## src/rtl/pc_sequencer.sv

```systemverilog
// rtl/pc_sequencer.sv - PC register, adder operand mux, branch decision and run/halt FSM; return stack under PC_SEQ_RAS_EN
module pc_sequencer #(
    parameter int               WIDTH     = 8,
    parameter logic [WIDTH-1:0] RESET_PC  = '0,
    parameter int               RAS_DEPTH = 4
) (
    input  logic             clock,
    input  logic             reset,
    input  logic             start,
    input  logic             pc_write,
    input  logic [2:0]       br_type,
    input  logic [WIDTH-1:0] br_offset,
    input  logic             flag_n,
    input  logic             flag_z,
    input  logic             flags_write,
    input  logic [WIDTH-1:0] add_sum,
    output logic [WIDTH-1:0] add_in1,
    output logic [WIDTH-1:0] add_in2,
    output logic [WIDTH-1:0] pc,
    output logic             taken,
    output logic             running,
`ifdef PC_SEQ_RAS_EN
    output logic             ras_err,
`endif
    output logic             halted
);

    localparam logic [2:0] BT_SEQ  = 3'b000;
    localparam logic [2:0] BT_BR   = 3'b001;
    localparam logic [2:0] BT_BZ   = 3'b010;
    localparam logic [2:0] BT_BNZ  = 3'b011;
    localparam logic [2:0] BT_BPZ  = 3'b100;
    localparam logic [2:0] BT_CALL = 3'b101;
    localparam logic [2:0] BT_RET  = 3'b110;
    localparam logic [2:0] BT_HALT = 3'b111;

    if (RAS_DEPTH < 1) begin : g_bad_depth
        $error("RAS_DEPTH must be at least 1");
    end

    typedef enum logic [1:0] {S_IDLE, S_RUN, S_HALT} state_t;

    state_t state, state_nxt;
    logic   n_q, z_q;
    logic   pc_commit;

    assign running   = (state == S_RUN);
    assign halted    = (state == S_HALT);
    // HALT never moves the pc; every other type loads the adder sum
    assign pc_commit = running && pc_write && (br_type != BT_HALT);

    // Run/halt state register
    always_ff @(posedge clock or negedge reset) begin
        if (!reset) state <= S_IDLE;
        else        state <= state_nxt;
    end

    // Next state: start only leaves IDLE, HALT is left only through reset
    always_comb begin
        state_nxt = state;
        case (state)
            S_IDLE:  if (start) state_nxt = S_RUN;
            S_RUN:   if (pc_write && br_type == BT_HALT) state_nxt = S_HALT;
            default: state_nxt = state;
        endcase
    end

    // Flags are registered; a branch in the same cycle still sees the old values
    always_ff @(posedge clock or negedge reset) begin
        if (!reset) begin
            n_q <= 1'b0;
            z_q <= 1'b0;
        end else if (flags_write) begin
            n_q <= flag_n;
            z_q <= flag_z;
        end
    end

    // Branch decision, suppressed whenever the sequencer is not running
    always_comb begin
        taken = 1'b0;
        case (br_type)
            BT_BR, BT_CALL: taken = 1'b1;
            BT_BZ:          taken = z_q;
            BT_BNZ:         taken = !z_q;
            BT_BPZ:         taken = !n_q;
            default:        taken = 1'b0;
        endcase
        if (!running) taken = 1'b0;
    end

    // PC captures the zero-latency adder result on a committed write
    always_ff @(posedge clock or negedge reset) begin
        if (!reset)         pc <= RESET_PC;
        else if (pc_commit) pc <= add_sum;
    end

`ifdef PC_SEQ_RAS_EN
    localparam int PW = (RAS_DEPTH > 1) ? $clog2(RAS_DEPTH) : 1;

    logic [WIDTH-1:0] ras_mem [RAS_DEPTH];
    logic [PW-1:0]    ras_ptr;
    logic [PW:0]      ras_cnt;
    logic [PW-1:0]    ptr_inc, ptr_dec;
    logic             ras_full, ras_empty, ras_push, ras_pop;

    // ras_ptr is the next free slot; the top of stack sits just below it
    assign ptr_inc   = (ras_ptr == PW'(RAS_DEPTH - 1)) ? '0 : ras_ptr + 1'b1;
    assign ptr_dec   = (ras_ptr == '0) ? PW'(RAS_DEPTH - 1) : ras_ptr - 1'b1;
    assign ras_full  = (ras_cnt == (PW + 1)'(RAS_DEPTH));
    assign ras_empty = (ras_cnt == '0);
    assign ras_push  = pc_commit && (br_type == BT_CALL);
    assign ras_pop   = pc_commit && (br_type == BT_RET);

    // Stack storage; a push when full overwrites the oldest slot
    always_ff @(posedge clock) begin
        if (ras_push) ras_mem[ras_ptr] <= pc;
    end

    // Stack pointer, occupancy and sticky overflow/underflow error
    always_ff @(posedge clock or negedge reset) begin
        if (!reset) begin
            ras_ptr <= '0;
            ras_cnt <= '0;
            ras_err <= 1'b0;
        end else if (ras_push) begin
            ras_ptr <= ptr_inc;
            if (ras_full) ras_err <= 1'b1;
            else          ras_cnt <= ras_cnt + 1'b1;
        end else if (ras_pop) begin
            if (ras_empty) begin
                ras_err <= 1'b1;
            end else begin
                ras_ptr <= ptr_dec;
                ras_cnt <= ras_cnt - 1'b1;
            end
        end
    end
`endif

    // Adder operands: branch target, return address + 1, or pc + 1
    always_comb begin
        add_in1 = pc;
        add_in2 = WIDTH'(1);
        if (taken) begin
            add_in2 = br_offset;
        end
`ifdef PC_SEQ_RAS_EN
        else if (br_type == BT_RET && !ras_empty) begin
            add_in1 = ras_mem[ptr_dec];
        end
`endif
    end

endmodule

```

## config.mk

```make
export PLATFORM = sky130hd
export DESIGN_NAME = pc_sequencer
export DESIGN_NICKNAME = d
export VERILOG_FILES = /design/src/rtl/pc_sequencer.sv
export SDC_FILE = /design/constraint.sdc
export NUM_CORES = 1
export LEC_CHECK = 0
export ABC_AREA = 1
export ABC_CLOCK_PERIOD_IN_PS = 3160
export CAP_MARGIN = 0
export CORE_ASPECT_RATIO = 0.7
export CORE_MARGIN = 2
export CORE_UTILIZATION = 36
export DETAILED_ROUTE_END_ITERATION = 10
export PLACE_DENSITY = 0.85
export RECOVER_POWER = 50
export SLEW_MARGIN = 20
export SYNTH_ARGS = -nofsm -noshare
export SYNTH_HDL_FRONTEND = slang
export SYNTH_SLANG_ARGS = --single-unit
```

## constraint.sdc

```tcl
create_clock -name clock -period 3.16 [get_ports clock]
set_input_delay 0.474 -clock clock [delete_from_list [all_inputs] [get_ports clock]]
set_output_delay 0.474 -clock clock [all_outputs]
set_load 0.05 [all_outputs]
```

==> impl_metrics.ini, run 1 <==
[worst_hold_path]
min_path_type = flip-flop to flip-flop

[global_routing]
grt_usage_pct = 16.37
grt_pass1_wl_um = 2877
antenna_found_initial = 0
grt-ovfl-total = 0
grt_max_degree = 13
grt_pass1_vias = 637

[routing]
antenna_left = 0
vias = 702
dr.pass1.iters = 4
wl_per_cell_um = 11.82
viasPerCell = 4.471
routed_wl_um = 1856
first_iter_violations = 11
drcViolationCount = 0

[setup_path]
path_cells = dlygate4sd3_1 > nand2_1 > nand3_1 > nor2_2 > nand2_4 > nor2_2 > clkdlybuf4s50_1
rrSetupSlack_ns = 1.92
crit_cells = 7
ff2ff_path_depth = 6
critPathLaunchType = input port
cpMostUsedCell = nor2_2
worstReg2RegStart = state[1]
critPathLaunch = br_type[1]
path_max_fanout = 8
path_buf_inv = 2
critPathKind = input port to primary output
endpoint = add_in2[4]
arrival_ns = 2.43
crit_family = buffers and inverters
required_ns = 2.69
crit_slowest_cell = clkdlybuf4s50_1
max_stage_delay_ns = 0.80
reg2reg_to = add_in1[0]
endpoint_kind = primary output

[placement]
port_buffers = 52
place_ws_ns = 0.3658
place_congestion = 0.7400
dp_hpwl_um = 1556

[layout]
drive_gt1_share_pct = 14.81
multiInputGateArea_sq_um = 291.5
ff_latch_area_sq_um = 300.3
area_growth_pct = 69.44
antennaDiodeCount = 0
num-nets-final = 162
fin_util_pct = 65.28
fillers = 158

[timing]
worst_pin_slew_ns = 0.5340
finClkSkew_ns = 0.001505
finalHoldViolCount = 0
fmax_mhz = 344.8
fin_crit_sh_pct = 91.78
finalSetupViolations = 0
slew_viol_final = 0
postLayoutSetupSlackWorst_ns = 0.2598
slew_headroom_pct = 64.28
min_period_ns = 2.900
fin_tns_setup_ns = 0
rsz0062_at_grt = no

[synthesis]
synthCells = 88
synth_cell_type_count = 17
yosysWarningCount = 0
synth_seq_cells = 12
synth_seq_area_share_pct = 41.67
synth_area_sq_um = 720.7
avgSynthCellArea_sq_um = 8.190
syn-num-nets = 114

[outcome]
run_status = completed

[clock_tree]
cts_repair_resize_count = 0
cts_max_path_buffers = 2
clk_pin_slew_ns = 0.07
hold_buffers = 0
cts_sinks = 12
cts_tree = built
root_buffer = clkbuf_4
tritoncts.num_buffers = 3
worstSkewPairLatency_ns = 0.28
postCtsSetupRepairBufs = 0
cts.htree.levels = 1

[pwr]
ir_drop_mv = 0.3140
power_density_nw_per_um2 = 332.7
leakage_nw = 0.5763

[floorplan]
die_y_um = 41.44
dieArea_sq_um = 2381
design.core.area_sq_um = 1871
initial_core_util_pct = 38.53
die_width_um = 57.48
boundaryPins = 53
fp-row-count = 13

[run]
drv_cap = 0
-- worst min path at each step --
stage / startpoint / end / cells after the start
finish: add_in1[3] / add_in1[3] / 2
global route: add_in1[4] / add_in1[4] / 2
CTS: add_in1[3] / add_in1[3] / 2
detailed placement: add_in1[3] / add_in1[3] / 2
global placement: add_in1[4] / add_in1[4] / 2
floorplan: reset / add_in1[0] / 0
-- where the power goes --
| group | leakage (nW) | internal [W] | switching (W) |
|---|---|---|---|
| Clock | 0.0210 | 0.0000702 | 0.0000541 |
| Sequential | 0.150 | 0.000162 | 0.00000605 |
| Combinational | 0.405 | 0.0000508 | 0.0000636 |
-- synth_stat cells (all sizes together) --
cell	n	area share, %
dfrtp	12	42
mux2	2	3.1
nand3b	1	1.0
o21ai	2	1.4
nand3	11	8.3
a21oi	1	0.69
buf	9	9.9
nand2	25	15
inv	12	6.3
nor2	13	12
-- final cells by class --
| class | instances | share of cell area (%) |
|---|---|---|
| clock buffers | 4 | 2.971 |
| inverters | 12 | 3.689 |
| multi-input cells | 55 | 23.87 |
| flip-flops and latches | 12 | 24.59 |
| well taps | 22 | 2.254 |
| repair buffers | 52 | 42.62 |
-- sequential cells by signal, indices dropped and copies added, names as in the netlist --
name     count
n_q          1
z_q          1
state        2
add_in1      8
-- tightest hold or removal path: stages, from the launching register on --
cell and delay, ns:
dfrtp_1 0.36, nand2_1 0.06, nand2_1 0.04
-- cell families after synthesis --
family | Yosys count | share of synthesized area (%)
flip-flops | 12 | 41.67
AO/OA/AOI/OAI | 3 | 2.083
buffers and inverters | 21 | 16.15
AND/OR/NAND/NOR | 50 | 36.98
multiplexers | 2 | 3.125
-- routing by layer --
metal	vias to the layer above	wire length, um	track usage, %
met3	4	132	6.231
met1	318	740	19.22
met2	22	943	25.91
met4	0	39	8.372
met5	-	0	0
li1	358	-	-
-- placed cells by master, fill, tap and decap left out, types with 2 or more instances in the layout --
| cell | Yosys | routed |
|---|---|---|
| mux2_2 | 2 | 2 |
| inv_1 | 10 | 10 |
| dfrtp_1 | 12 | 12 |
| nand2_1 | 22 | 23 |
| nand3_1 | 10 | 11 |
| nor2_2 | 9 | 9 |
| inv_2 | 2 | 2 |
| clkbuf_4 | 0 | 3 |
| clkdlybuf4s50_1 | 0 | 48 |
| dlygate4sd3_1 | 0 | 4 |
| nor2_1 | 3 | 3 |
-- stage by stage --
stage	total power [W]	hold slack, ns	area [sq um]	cells
after floorplan	0.0002348	0.1784	720.7	88
after global placement	0.0002852	0.4774	1197	153
after detailed placement	0.0002876	0.4812	1197	153
after CTS	0.0004119	0.4997	1234	157
after global routing	0.0004232	0.5404	1221	157
final	0.0004063	0.4927	1221	157
(Power assumes the default switching activity.)
==> run 2: changes to the inputs <==
- PLACE_DENSITY: 0.85 -> not set
- PLACE_DENSITY_LB_ADDON: not set -> 0.2
==> run 2 against run 1 <==
Compared with the run above:
- combinational power barely moved
- global-route usage rose by 0.18 points
- via count rose by 0.14%
- clock power barely moved
- critical path type unchanged
- critical endpoint is now add_in2[5]
- highest routed layer is now met3
==> impl_metrics.ini, run 2 (synthesis results as in run 1) <==
[outcome]
run_status = completed

[clock_tree]
worstSkewPairLatency_ns = 0.27
clk_pin_slew_ns = 0.08
root_buffer = clkbuf_4
cts_repair_resize_count = 0
hold_buffers = 0
cts.htree.levels = 1
cts_sinks = 12
cts_max_path_buffers = 2
cts_tree = built
tritoncts.num_buffers = 3
postCtsSetupRepairBufs = 0

[layout]
fin_util_pct = 65.28
drive_gt1_share_pct = 14.81
area_growth_pct = 69.44
final_cell_mix = 48 x clkdlybuf4s50_1, 23 x nand2_1, 12 x dfrtp_1
final_common_cell = clkdlybuf4s50_1
largest_reg_flops = 8
antennaDiodeCount = 0
num-nets-final = 162

[setup_path]
rrSetupSlack_ns = 1.91
critPathKind = input port to primary output
ff2ff_path_depth = 6
arrival_ns = 2.44
path_max_fanout = 8
reg2reg_to = add_in1[2]
worstReg2RegStart = state[1]
endpoint_kind = primary output
critPathLaunchType = input port
required_ns = 2.69

[global_routing]
grt_pass1_wl_um = 3118
grt_max_degree = 13
antenna_found_initial = 0
grt-ovfl-total = 0
grt_usage_pct = 16.56
grt_pass1_vias = 694

[floorplan]
initial_core_util_pct = 38.53
dieArea_sq_um = 2381
die_y_um = 41.44
fp-row-count = 13
boundaryPins = 53
die_width_um = 57.48
design.core.area_sq_um = 1871

[routing]
viasPerCell = 4.478
wl_per_cell_um = 11.27
first_iter_violations = 18
dr.pass1.iters = 4
vias = 703
drcViolationCount = 0
routed_wl_um = 1769
antenna_left = 0

[placement]
dp_hpwl_um = 1508
port_buffers = 52
place_congestion = 0.6965

[pwr]
ir_drop_mv = 0.3962
power_density_nw_per_um2 = 330.8
leakage_nw = 0.5763
p_total_w = 0.0004039

[timing]
finalHoldViolCount = 0
finalSetupViolations = 0
fin_tns_setup_ns = 0
finClkSkew_ns = 0.001433
worst_pin_slew_ns = 0.5507
slew_headroom_pct = 63.16
rsz0062_at_grt = no
min_period_ns = 2.910
fmax_mhz = 343.6
fin_crit_sh_pct = 92.10
slew_viol_final = 0

[worst_hold_path]
hold_path_end = add_in1[1]
whs_path_depth = 2
min_from = add_in1[1]
min_path_type = flip-flop to flip-flop

[run]
drv_cap = 0
run 2: cell counts in the layout (fill, tap and decap cells not counted):
No cell type changed its count.
run 2: cell type report:
type | instances | area [sq um]
Clock buffer | 4 | 36.28
Timing Repair Buffer | 52 | 520.5
Fill cell | 162 | 649.4
Tap cell | 22 | 27.53
Multi-Input combinational cell | 55 | 291.5
Sequential cell | 12 | 300.3
Inverter | 12 | 45.04
run 2: routing by layer:
| metal | vias up | wire length [um] | part of all wire (%) | track usage (%) |
|---|---|---|---|---|
| met5 | - | 0 | 0 | 0 |
| met4 | 0 | 0 | 0 | 1.395 |
| met3 | 0 | 143 | 8.1 | 7.165 |
| met2 | 27 | 893 | 50 | 26.82 |
| met1 | 321 | 732 | 41 | 21.32 |
| li1 | 355 | - | - | - |
run 2: worst max path at each step:
| stage | startpoint | endpoint | slack [ns] | cells after the start |
|---|---|---|---|---|
| 6_report | br_type[1] | add_in2[5] | 0.25 | 7 |
| 5_1_grt | br_type[1] | add_in2[6] | 0.15 | 7 |
| 4_1_cts | br_type[1] | add_in2[5] | 0.34 | 7 |
| 3_5_place_dp | br_type[1] | add_in2[5] | 0.35 | 7 |
| 3_3_place_gp | br_type[1] | add_in2[1] | 0.41 | 7 |
| 2_1_floorplan | br_type[2] | add_in2[1] | 1.41 | 5 |
run 2: per-stage QoR:
stage	instance area (sq um)	instances	setup slack [ns]	hold slack (ns)
finish	1221	157	0.2497	0.4926
global route	1221	157	0.1465	0.5362
CTS	1234	157	0.3357	0.5056
detailed placement	1197	153	0.3451	0.4874
global placement	1197	153	0.4123	0.4766
floorplan	720.7	88	1.412	0.1784
run 2: where the power goes:
part           internal, W  leakage [nW]  switching [W]
Sequential        0.000162         0.150     0.00000592
Clock            0.0000700        0.0210      0.0000522
Combinational    0.0000507         0.405      0.0000634
Total             0.000282         0.576       0.000122
run 2: worst max-delay path: stages:
cell and delay [ns]:
dlygate4sd3_1 0.61, nor2_1 0.15, nand2_1 0.06, nand2_1 0.13
nand2_4 0.12, nor2_2 0.10, clkdlybuf4s50_1 0.80
==> run 3: changes to the inputs <==
- ABC_AREA: 1 -> not set
- CORE_UTILIZATION: 36 -> 34
==> run 3 against run 2 <==
Compared with the run above:
- sequential power about the same
- cell area fell by 5.2%
- synthesized cell count fell by 31%
- critical path type unchanged
- critical endpoint is now add_in2[3]
- largest power group unchanged
- highest routed layer is now met4
==> impl_metrics.ini, run 3 <==
[clock_tree]
cts_tree = built
cts.htree.levels = 1
cts_max_path_buffers = 2
cts_sinks = 12
cts_repair_resize_count = 0
worstSkewPairLatency_ns = 0.27
root_buffer = clkbuf_4
hold_buffers = 0
tritoncts.num_buffers = 3
clk_pin_slew_ns = 0.07
postCtsSetupRepairBufs = 0

[setup_path]
endpoint_kind = primary output
critPathLaunchType = input port
path_max_fanout = 9
required_ns = 2.69
critPathKind = input port to primary output
arrival_ns = 2.52

[layout]
fillers = 174
area_growth_pct = 78.57
final_common_cell = clkdlybuf4s50_1
antennaDiodeCount = 0
ff_latch_area_sq_um = 300.3
drive_gt1_share_pct = 15.60
multiInputGateArea_sq_um = 260.3
fin_cells = 131
largest_reg_flops = 8
final_cell_mix = 47 x clkdlybuf4s50_1, 12 x dfrtp_1, 10 x mux2_2
num-nets-final = 136

[pwr]
clock_power_share_pct = 30.0
p_comb_share_pct = 28.4
power_density_nw_per_um2 = 348.2
switchingPower_w = 0.0001174
leakage_nw = 0.4656
ir_drop_mv = 0.2285
p_int_w = 0.0002856
seq_power_share_pct = 41.6
p_sw_share_pct = 29.13

[placement]
dp.cells = 127
port_buffers = 52
dp_hpwl_um = 1367
place_congestion = 0.6369

[synthesis]
avgSynthCellArea_sq_um = 10.62
yosys.area.top_type = dfrtp_1
yosysWarningCount = 0
yosysMostFrequentCell = dfrtp_1
syn-num-nets = 87
yosys_most_used_dff = dfrtp_1
synth_seq_cells = 12
synth-edff-count = 0
synth_area_leaders = dfrtp_1 46%, mux2_2 17%, buf_4 9.3%, nor3_1 6.2%, nand2_1 4.6%
synthCells = 61
async_flop_share_pct = 100.0
synth_top_area_share_pct = 46.33
synth_commonest_cells = 12 x dfrtp_1, 10 x mux2_2, 8 x buf_4, 8 x nand2_1, 8 x nor3_1
synth_seq_area_share_pct = 46.33
synth_area_sq_um = 648.1
synth_cell_type_count = 18

[timing]
slew_viol_final = 0
finalHoldViolCount = 0
finalSetupViolations = 0
rsz0062_at_grt = no
fin_crit_sh_pct = 94.71
fin_tns_setup_ns = 0
slew_headroom_pct = 19.52
fmax_mhz = 334.1
worst_pin_slew_ns = 1.205
min_period_ns = 2.993
finClkSkew_ns = 0.003963

[worst_hold_path]
min_path_type = flip-flop to flip-flop

[floorplan]
die_y_um = 40.53
design.core.area_sq_um = 1822
fp-row-count = 13
boundaryPins = 53
die_width_um = 56.19
initial_core_util_pct = 35.58
dieArea_sq_um = 2277

[global_routing]
top_usage_layer = met2
grt_pass1_wl_um = 2477
use_met2_pct = 26.18
grt.met3_usage_pct = 7.742
antenna_found_initial = 0
grt-ovfl-total = 0
grt_usage_pct = 15.24
met1_usage_pct = 17.18
grt_pass1_vias = 535
grt_max_degree = 13

[routing]
antenna_left = 0
dr.pass1.iters = 2
wl_per_cell_um = 12.38
first_iter_violations = 6
routed_wl_um = 1622
viasPerCell = 4.595
vias = 602
drcViolationCount = 0

[outcome]
run_status = completed

[run]
drv_cap = 0
run 3: cell types whose count changed in the layout (fill, tap and decap cells not counted), moves of 2 or more:
cell / change
nand3_1: -10
inv_1: -9
inv_2: -2
nand2_1: -15
buf_4: +2
nor3_1: +8
nor2_2: -9
mux2_2: +8
run 3: cells by family after synthesis:
| group | share of synthesized area (%) |
|---|---|
| compound gates | 4.826 |
| simple gates | 20.47 |
| buf+inv | 11.00 |
| flops | 46.33 |
| mux | 17.37 |
run 3: final timing paths:
check / start / depth (start not counted) / slack (ns) / to
min: state[1] / 2 / 0.49 / state[1]
min reg2reg: state[1] / 2 / 0.49 / state[1]
max reg2reg: state[1] / 3 / 1.08 / add_in1[5]
max: br_type[1] / 6 / 0.17 / add_in2[3]
max in group asynchronous: reset / 1 / 2.17 / add_in1[2]
min in group asynchronous: reset / 1 / 0.62 / add_in1[3]
run 3: power by group through the flow:
stage	combinational (W)	clock [W]	sequential, W
after floorplan	0.0000445	0	0.000190
after global placement	0.000116	0	0.000170
after detailed placement	0.000118	0	0.000171
after CTS	0.000118	0.000126	0.000168
after global routing	0.000121	0.000137	0.000169
final	0.000115	0.000121	0.000168
run 3: layout make-up:
class,count,area share (%)
Multi-Input combinational cell,38,22.49
Sequential cell,12,25.95
Clock buffer,4,3.135
Inverter,2,0.6486
Tap cell,22,2.378
Timing Repair Buffer,53,45.41
run 3: worst max-delay path, stage by stage:
cell and delay, ns:
dlygate4sd3_1 0.59, nor2_1 0.15, a221oi_2 0.07, buf_4 0.17, nor3_1 0.22, clkdlybuf4s50_1 0.85
run 3: metal layers:
layer / part of all wire (%) / vias to the layer above / wire length [um]
met3: 5.7 / 2 / 92
met4: 0.31 / 0 / 5
li1: - / 304 / -
met1: 44 / 279 / 714
met2: 50 / 17 / 810
met5: 0 / - / 0
run 3: per-stage QoR:
stage          setup WS [ns]  hold WS (ns)  util (%)  total power, W  cell area, sq um
6_report              0.1671        0.4900     63.53       0.0004030              1157
5_1_grt               0.1022        0.5171     63.53       0.0004272              1157
4_1_cts               0.2834        0.4896     64.42       0.0004116              1174
3_5_place_dp          0.2821        0.4727     62.43       0.0002885              1137
3_3_place_gp          0.3561        0.4668     62.43       0.0002860              1137
2_1_floorplan         0.6584        0.1784         -       0.0002340             648.1
